**config.mk**
```make
export PLATFORM = sky130hd
export DESIGN_NAME = vga_rx_flat
export DESIGN_NICKNAME = d
export VERILOG_FILES = /design/src/rtl/vga_pkg.sv /design/src/rtl/vga_rx_if.sv /design/src/rtl/vga_sync_edge.sv /design/src/rtl/vga_rx.sv /design/src/flat_wrapper.sv
export SDC_FILE = /design/constraint.sdc
export NUM_CORES = 1
export LEC_CHECK = 0
export CORE_MARGIN = 3
export CORE_UTILIZATION = 50
export CTS_CLUSTER_SIZE = 25
export DETAILED_ROUTE_END_ITERATION = 8
export PLACE_DENSITY = 0.79
export SETUP_SLACK_MARGIN = 0.02
export SYNTH_ARGS = -nofsm -noshare
export SYNTH_HDL_FRONTEND = slang
export SYNTH_SLANG_ARGS = --single-unit
```
**constraint.sdc**
```tcl
create_clock -name clk_25MHz -period 3.6 [get_ports clk_25MHz]
set_clock_uncertainty 0.05 [all_clocks]
set_input_delay 0.72 -clock clk_25MHz [delete_from_list [all_inputs] [get_ports clk_25MHz]]
set_output_delay 0.72 -clock clk_25MHz [all_outputs]
set_load 0.05 [all_outputs]
```
**src/rtl/vga_pkg.sv**
```systemverilog
// Shared definitions for the VGA stream receiver: receiver states, colour and checksum
// widths, and the default frame geometry.
package vga_pkg;

  localparam int CHANW     = 4;
  localparam int COLRW     = 3 * CHANW;
  localparam int SUMW      = 16;
  localparam int H_RES_DEF = 640;
  localparam int V_RES_DEF = 480;

  typedef enum logic [1:0] {
    ST_ALIGN  = 2'd0,
    ST_SEARCH = 2'd1,
    ST_LOCKED = 2'd2
  } rx_state_e;

endpackage

```
**src/rtl/vga_rx_if.sv**
```systemverilog
// Bundle of VGA stream inputs, probe request and receiver results.
// The master drives the stream; the receiver is the slave.
interface vga_rx_if #(
  parameter int CORDW = 16
);

  logic                     vga_hsync;
  logic                     vga_vsync;
  logic                     bright;
  logic [7:0]               vga_r;
  logic [7:0]               vga_g;
  logic [7:0]               vga_b;
  logic [CORDW-1:0]         probe_x;
  logic [CORDW-1:0]         probe_y;
  logic [CORDW-1:0]         rx_x;
  logic [CORDW-1:0]         rx_y;
  logic                     line_start;
  logic                     frame_start;
  logic                     locked;
  logic                     fmt_err;
  logic [vga_pkg::SUMW-1:0] frame_sum;
  logic                     frame_sum_valid;
  logic [vga_pkg::COLRW-1:0] probe_colr;
  logic                     probe_valid;
  logic [15:0]              frame_cnt;

  modport master (
    output vga_hsync, vga_vsync, bright, vga_r, vga_g, vga_b, probe_x, probe_y,
    input  rx_x, rx_y, line_start, frame_start, locked, fmt_err, frame_sum,
           frame_sum_valid, probe_colr, probe_valid, frame_cnt
  );

  modport slave (
    input  vga_hsync, vga_vsync, bright, vga_r, vga_g, vga_b, probe_x, probe_y,
    output rx_x, rx_y, line_start, frame_start, locked, fmt_err, frame_sum,
           frame_sum_valid, probe_colr, probe_valid, frame_cnt
  );

endinterface

```
**src/rtl/vga_sync_edge.sv**
```systemverilog
// Falling-edge detector for an already-registered active-low sync signal.
// fall_o is high in the cycle where the sync reads 0 after having read 1.
module vga_sync_edge (
  input  logic clk,
  input  logic rst_n,
  input  logic sync_i,
  output logic fall_o
);

  logic prev_q;

  always_ff @(posedge clk or negedge rst_n) begin
    if (!rst_n) prev_q <= 1'b1;
    else        prev_q <= sync_i;
  end

  assign fall_o = prev_q & ~sync_i;

endmodule

```
**src/rtl/vga_rx.sv**
```systemverilog
// VGA stream receiver: measures line/frame geometry, checksums each frame, captures one
// probed pixel and tracks format lock through an ALIGN/SEARCH/LOCKED state machine.
module vga_rx
  import vga_pkg::*;
#(
  parameter int CORDW = 16,
  parameter int H_RES = H_RES_DEF,
  parameter int V_RES = V_RES_DEF
) (
  input  logic    clk_25MHz,
  input  logic    btn_rst_n,
  vga_rx_if.slave vga
);

  localparam logic [CORDW-1:0] H_RES_C = CORDW'(H_RES);
  localparam logic [CORDW-1:0] V_RES_C = CORDW'(V_RES);

  logic             hs_q, vs_q, bright_q;
  logic [COLRW-1:0] colr_q;
  logic             hfall, vfall;
  logic             colr_lsb_unused;

  logic [CORDW-1:0] x_q, y_q, probe_x_q, probe_y_q;
  logic [SUMW-1:0]  sum_q;
  logic             bad_q, hit_q;
  logic [COLRW-1:0] hit_colr_q;
  rx_state_e        state_q;
  logic             good_q;

  logic             line_start_q, frame_start_q, locked_q, fmt_err_q;
  logic             sum_valid_q, probe_valid_q;
  logic [SUMW-1:0]  frame_sum_q;
  logic [15:0]      frame_cnt_q;
  logic [COLRW-1:0] probe_colr_q;

  logic             hit_now, line_done, sync_err, frame_bad, hit_d;
  logic [CORDW-1:0] x_d, y_close, y_d;
  logic [SUMW-1:0]  sum_d;
  logic             bad_d;
  logic [COLRW-1:0] hit_colr_d;

  assign colr_lsb_unused = ^{vga.vga_r[3:0], vga.vga_g[3:0], vga.vga_b[3:0]};

  always_ff @(posedge clk_25MHz or negedge btn_rst_n) begin
    if (!btn_rst_n) begin
      hs_q     <= 1'b1;
      vs_q     <= 1'b1;
      bright_q <= 1'b0;
      colr_q   <= '0;
    end else begin
      hs_q     <= vga.vga_hsync;
      vs_q     <= vga.vga_vsync;
      bright_q <= vga.bright;
      colr_q   <= {vga.vga_r[7:4], vga.vga_g[7:4], vga.vga_b[7:4]};
    end
  end

  vga_sync_edge u_hs_edge (.clk(clk_25MHz), .rst_n(btn_rst_n), .sync_i(hs_q), .fall_o(hfall));
  vga_sync_edge u_vs_edge (.clk(clk_25MHz), .rst_n(btn_rst_n), .sync_i(vs_q), .fall_o(vfall));

  // Lines with no active pixels are blanking lines: they neither advance rx_y nor get length-checked.
  always_comb begin
    hit_now    = bright_q && (x_q == probe_x_q) && (y_q == probe_y_q);
    line_done  = hfall && (x_q != '0);
    sync_err   = bright_q && (!hs_q || !vs_q);
    x_d        = x_q;
    if (hfall)                      x_d = '0;
    else if (bright_q && x_q != '1) x_d = x_q + CORDW'(1);
    y_close    = line_done ? y_q + CORDW'(1) : y_q;
    y_d        = vfall ? '0 : y_close;
    sum_d      = bright_q ? sum_q + SUMW'(colr_q) : sum_q;
    bad_d      = bad_q | (line_done && (x_q != H_RES_C)) | sync_err;
    frame_bad  = bad_d | (y_close != V_RES_C);
    hit_d      = hit_q | hit_now;
    hit_colr_d = hit_now ? colr_q : hit_colr_q;
  end

  always_ff @(posedge clk_25MHz or negedge btn_rst_n) begin
    if (!btn_rst_n) begin
      x_q <= '0; y_q <= '0; probe_x_q <= '0; probe_y_q <= '0;
      sum_q <= '0; bad_q <= 1'b0; hit_q <= 1'b0; hit_colr_q <= '0;
      state_q <= ST_ALIGN; good_q <= 1'b0;
      line_start_q <= 1'b0; frame_start_q <= 1'b0; locked_q <= 1'b0; fmt_err_q <= 1'b0;
      sum_valid_q <= 1'b0; probe_valid_q <= 1'b0;
      frame_sum_q <= '0; frame_cnt_q <= '0; probe_colr_q <= '0;
    end else begin
      line_start_q  <= hfall;
      frame_start_q <= vfall;
      sum_valid_q   <= 1'b0;
      probe_valid_q <= 1'b0;
      fmt_err_q     <= 1'b0;
      x_q           <= x_d;
      y_q           <= y_d;
      if (vfall) begin
        sum_q      <= '0;
        bad_q      <= 1'b0;
        hit_q      <= 1'b0;
        hit_colr_q <= '0;
        probe_x_q  <= vga.probe_x;
        probe_y_q  <= vga.probe_y;
        // The frame closing in ALIGN started before reset or alignment, so it is never reported.
        if (state_q != ST_ALIGN) begin
          frame_sum_q <= sum_d;
          sum_valid_q <= 1'b1;
          frame_cnt_q <= frame_cnt_q + 16'd1;
          fmt_err_q   <= frame_bad;
          if (hit_d) begin
            probe_colr_q  <= hit_colr_d;
            probe_valid_q <= 1'b1;
          end
        end
        case (state_q)
          ST_ALIGN: begin
            state_q <= ST_SEARCH;
            good_q  <= 1'b0;
          end
          ST_SEARCH: begin
            if (frame_bad) begin
              good_q <= 1'b0;
            end else if (good_q) begin
              state_q  <= ST_LOCKED;
              locked_q <= 1'b1;
              good_q   <= 1'b0;
            end else begin
              good_q <= 1'b1;
            end
          end
          ST_LOCKED: begin
            if (frame_bad) begin
              state_q  <= ST_SEARCH;
              locked_q <= 1'b0;
              good_q   <= 1'b0;
            end
          end
          default: begin
            state_q  <= ST_ALIGN;
            locked_q <= 1'b0;
            good_q   <= 1'b0;
          end
        endcase
      end else begin
        sum_q      <= sum_d;
        bad_q      <= bad_d;
        hit_q      <= hit_d;
        hit_colr_q <= hit_colr_d;
      end
    end
  end

  assign vga.rx_x            = x_q;
  assign vga.rx_y            = y_q;
  assign vga.line_start      = line_start_q;
  assign vga.frame_start     = frame_start_q;
  assign vga.locked          = locked_q;
  assign vga.fmt_err         = fmt_err_q;
  assign vga.frame_sum       = frame_sum_q;
  assign vga.frame_sum_valid = sum_valid_q;
  assign vga.probe_colr      = probe_colr_q;
  assign vga.probe_valid     = probe_valid_q;
  assign vga.frame_cnt       = frame_cnt_q;

endmodule
```
**src/flat_wrapper.sv**
```systemverilog
// flat-port wrapper written by rule: the top's interface ports become plain ports
module vga_rx_flat import vga_pkg::*;
#(
  parameter int CORDW = 16,
  parameter int H_RES = H_RES_DEF,
  parameter int V_RES = V_RES_DEF
)
  (clk_25MHz, btn_rst_n, vga_vga_hsync, vga_vga_vsync, vga_bright, vga_vga_r, vga_vga_g, vga_vga_b, vga_probe_x, vga_probe_y, vga_rx_x, vga_rx_y, vga_line_start, vga_frame_start, vga_locked, vga_fmt_err, vga_frame_sum, vga_frame_sum_valid, vga_probe_colr, vga_probe_valid, vga_frame_cnt);
  vga_rx_if #(.CORDW(CORDW)) vga_i ();
  input  logic clk_25MHz;
  input  logic btn_rst_n;
  input wire logic [$bits(vga_i.vga_hsync)-1:0] vga_vga_hsync;
  input wire logic [$bits(vga_i.vga_vsync)-1:0] vga_vga_vsync;
  input wire logic [$bits(vga_i.bright)-1:0] vga_bright;
  input wire logic [$bits(vga_i.vga_r)-1:0] vga_vga_r;
  input wire logic [$bits(vga_i.vga_g)-1:0] vga_vga_g;
  input wire logic [$bits(vga_i.vga_b)-1:0] vga_vga_b;
  input wire logic [$bits(vga_i.probe_x)-1:0] vga_probe_x;
  input wire logic [$bits(vga_i.probe_y)-1:0] vga_probe_y;
  output wire logic [$bits(vga_i.rx_x)-1:0] vga_rx_x;
  output wire logic [$bits(vga_i.rx_y)-1:0] vga_rx_y;
  output wire logic [$bits(vga_i.line_start)-1:0] vga_line_start;
  output wire logic [$bits(vga_i.frame_start)-1:0] vga_frame_start;
  output wire logic [$bits(vga_i.locked)-1:0] vga_locked;
  output wire logic [$bits(vga_i.fmt_err)-1:0] vga_fmt_err;
  output wire logic [$bits(vga_i.frame_sum)-1:0] vga_frame_sum;
  output wire logic [$bits(vga_i.frame_sum_valid)-1:0] vga_frame_sum_valid;
  output wire logic [$bits(vga_i.probe_colr)-1:0] vga_probe_colr;
  output wire logic [$bits(vga_i.probe_valid)-1:0] vga_probe_valid;
  output wire logic [$bits(vga_i.frame_cnt)-1:0] vga_frame_cnt;
  assign vga_i.vga_hsync = vga_vga_hsync;
  assign vga_i.vga_vsync = vga_vga_vsync;
  assign vga_i.bright = vga_bright;
  assign vga_i.vga_r = vga_vga_r;
  assign vga_i.vga_g = vga_vga_g;
  assign vga_i.vga_b = vga_vga_b;
  assign vga_i.probe_x = vga_probe_x;
  assign vga_i.probe_y = vga_probe_y;
  assign vga_rx_x = vga_i.rx_x;
  assign vga_rx_y = vga_i.rx_y;
  assign vga_line_start = vga_i.line_start;
  assign vga_frame_start = vga_i.frame_start;
  assign vga_locked = vga_i.locked;
  assign vga_fmt_err = vga_i.fmt_err;
  assign vga_frame_sum = vga_i.frame_sum;
  assign vga_frame_sum_valid = vga_i.frame_sum_valid;
  assign vga_probe_colr = vga_i.probe_colr;
  assign vga_probe_valid = vga_i.probe_valid;
  assign vga_frame_cnt = vga_i.frame_cnt;
  vga_rx #(.CORDW(CORDW), .H_RES(H_RES), .V_RES(V_RES)) u_core (.clk_25MHz(clk_25MHz), .btn_rst_n(btn_rst_n), .vga(vga_i));
endmodule
```
==> run_results.csv <==
group,metric,value,unit
timing,fmax,326,MHz
floorplan,die_height,131,µm
routing,initialDrtViolationCount,417,
critical_path,cp_max_fo,3,
placement,placed_area,9310,µm²
critical_path,endpoint_kind,"flop",
synthesis,synth_nets,850,
cts,post_cts_resized,0,
timing,setup_viol,0,
critical_path,arrival,3.28,ns
floorplan,io_pins,143,
synthesis,synth_edf_count,0,
layout,final_cell_area,10000,µm²
placement,post-place-ws,0.603,ns
timing,post-route-min-period,3.06,ns
power,switchingPower,0.00200,W
power,p_seq_frac,0.377,
timing,period_share,0.851,
cts,cts_setup_buffers,0,
floorplan,die_w,131,µm
routing,via_per_inst,5.33,
routing,route.detailed.drc,0,
global_routing,overflow,0,
timing,finalHoldViolations,0,
power,p_int,0.00410,W
timing,setup_tns,0,ns
synthesis,synthCells,772,
layout,n_antenna_cell,0,
power,p_clk_frac,0.343,
floorplan,initial_core_util,0.514,
layout,fin_util,0.653,
power,switching_share,0.328,
synthesis,ys.flop_type,"dfrtp_1",
routing,drt_pass1_iterations,5,
routing,post_drt_wl_per_cell,16.1,µm
hold_path,hp-class,"in -> async",
power,combPwrFrac,0.280,
synthesis,seq_area_frac_synth,0.522,
placement,dpl.hpwl,12200,µm
routing,vias,5917,
timing,slew_headroom,0.397,
timing,maxSlewViolCount,0,
timing,worst_slack,0.537,ns
cts,cts_tree,"yes",
cts,numCtsBuffers,17,
cts,cts-hold-fix-buffers,0,
cts,root_buffer,"clkbuf_16",
synthesis,ys_ff_latch,164,
placement,port_buffers,130,
global_routing,grtUsageTotal,0.211,
global_routing,grt_pass1_vias,5889,
critical_path,regToRegSetupSlack,0.54,ns
routing,postRouteAntennaNets,0,
power,power_leakage,4.50,nW
cts,numClockSinks,164,
layout,layout.nets,965,
synthesis,syn_area_per_cell,10.2,µm²
power,vdd_ir_drop_max,0.436,mV
timing,rsz0062_at_grt,"no",
timing,worstMarginPinSlew,0.904,ns
cts,clock_latency,0.42,ns
floorplan,dieArea,17300,µm²
synthesis,async_flop_share,1.00,
critical_path,start_kind,"flop",
placement,place_congestion,0.859,
layout,drive_gt1_frac,0.0922,
layout,final_common_cell,"dfrtp_1",
cts,clk_pin_slew,0.06,ns
power,pwr_density_cell,610,nW/µm²
run_status,status,"finished, final reports clean",
synthesis,synth_area,7870,µm²
critical_path,required,3.82,ns
run,cap_violations,0,
floorplan,core.rowCount,45,
power,finalPower,0.00610,W
layout,layout_common_cells,"160 x dfrtp_1, 143 x nand2_1, 129 x clkdlybuf4s50_1",
global_routing,antenna_found_initial,0,
routing,routed_wl,17900,µm
synthesis,ys_types,55,
global_routing,grt_max_degree,89,
cts,cts_buffer_depth,2,
cts,h-tree-depth,4,
synthesis,ys_warn_count,0,
critical_path,critPathKind,"reg -> reg",
layout,syn2layout_area_growth,27.0,%
global_routing,grt_pass1_wl,29600,µm
floorplan,core-area,15300,µm²
-- cell families (layout without fill, tap and decap cells) --
family / after synthesis / after routing / synth area share
flip-flops: 164 / 164 / 0.522
multiplexers: 28 / 28 / 0.0359
adder cells (fa/ha/maj): 17 / 17 / 0.0280
AND/OR/NAND/NOR: 320 / 320 / 0.195
AO/OA/AOI/OAI: 97 / 97 / 0.0844
buffers and inverters: 57 / 185 / 0.0342
XOR/XNOR: 89 / 89 / 0.101
-- synthesized netlist by cell type (all sizes together), types with 5 or more instances --
library cell,count,area (µm²)
dfrtp,160,4000
nand2,143,537
nor2,74,278
xnor2,64,576
o21ai,41,228
clkbuf,27,101
mux2i,26,260
nand4,26,175
xor2,25,219
a21oi,19,95.1
nand3,18,90.1
buf,17,119
ha,16,200
o31ai,14,165
inv,13,48.8
and3,12,75.1
nor3,11,65.1
or3,8,50.1
nor4,6,65.1
a21o,5,37.5
-- routing by layer --
layer  up-vias  track usage  wire length, µm
met5         -            0                0
met4         0       0.0624              283
met3        26       0.0563             1040
met2       200        0.358             8810
met1      2850        0.266             7730
li1       2841            -                -
-- final cells by class --
cell class,count,area [µm²]
clock inverters,12,224
clock buffers,20,467
flip-flops and latches,164,4110
multi-input cells,551,3510
repair buffers,140,1380
well taps,211,264
fillers,1229,5320
inverters,13,48.8
-- flip-flops by register name, indices dropped and copies added, names as in the netlist, 2 cells and up --
name	flops
u_core.probe_y_q	16
u_core.probe_x_q	16
u_core.vga.rx_x	16
u_core.state_q	2
u_core.hit_colr_q	12
u_core.vga.frame_cnt	16
u_core.vga.probe_colr	12
u_core.colr_q	12
u_core.vga.frame_sum	16
u_core.vga.rx_y	16
u_core.sum_q	16
-- path summary, 6_finish.rpt --
check,start,to,depth (start not counted)
max in group asynchronous,btn_rst_n,u_core.probe_x_q[2],2
max reg2reg,u_core.sum_q[0],u_core.vga.frame_sum[12],10
min reg2reg,u_core.vs_q,u_core.u_vs_edge.prev_q,0
max,u_core.sum_q[0],u_core.vga.frame_sum[12],10
min in group clk_25MHz,u_core.vs_q,u_core.u_vs_edge.prev_q,0
min,btn_rst_n,u_core.colr_q[3],1
-- critical path: stages, from the launching register on --
cell and delay (ns):
dfrtp_1 0.38, ha_1 0.23, fa_1 0.41, a21oi_1 0.18
o211ai_1 0.14, o41ai_1 0.54, o21ai_0 0.19, o21a_1 0.22
o21ai_0 0.23, xor2_1 0.22, o21ai_0 0.12
-- power groups by stage --
stage	logic [W]	registers (W)	clock network (W)
floorplan	0.000787	0.00270	0
global placement	0.00167	0.00232	0
detailed placement	0.00170	0.00233	0
CTS	0.00172	0.00230	0.00212
global route	0.00187	0.00233	0.00219
finish	0.00171	0.00230	0.00209
-- stage by stage --
step | std cells | hold slack [ns]
after floorplan | 772 | 0.308
after global placement | 1079 | 0.315
after detailed placement | 1079 | 0.315
after CTS | 1111 | 0.324
after global routing | 1111 | 0.333
final | 1111 | 0.317
(Power assumes the default switching activity.)
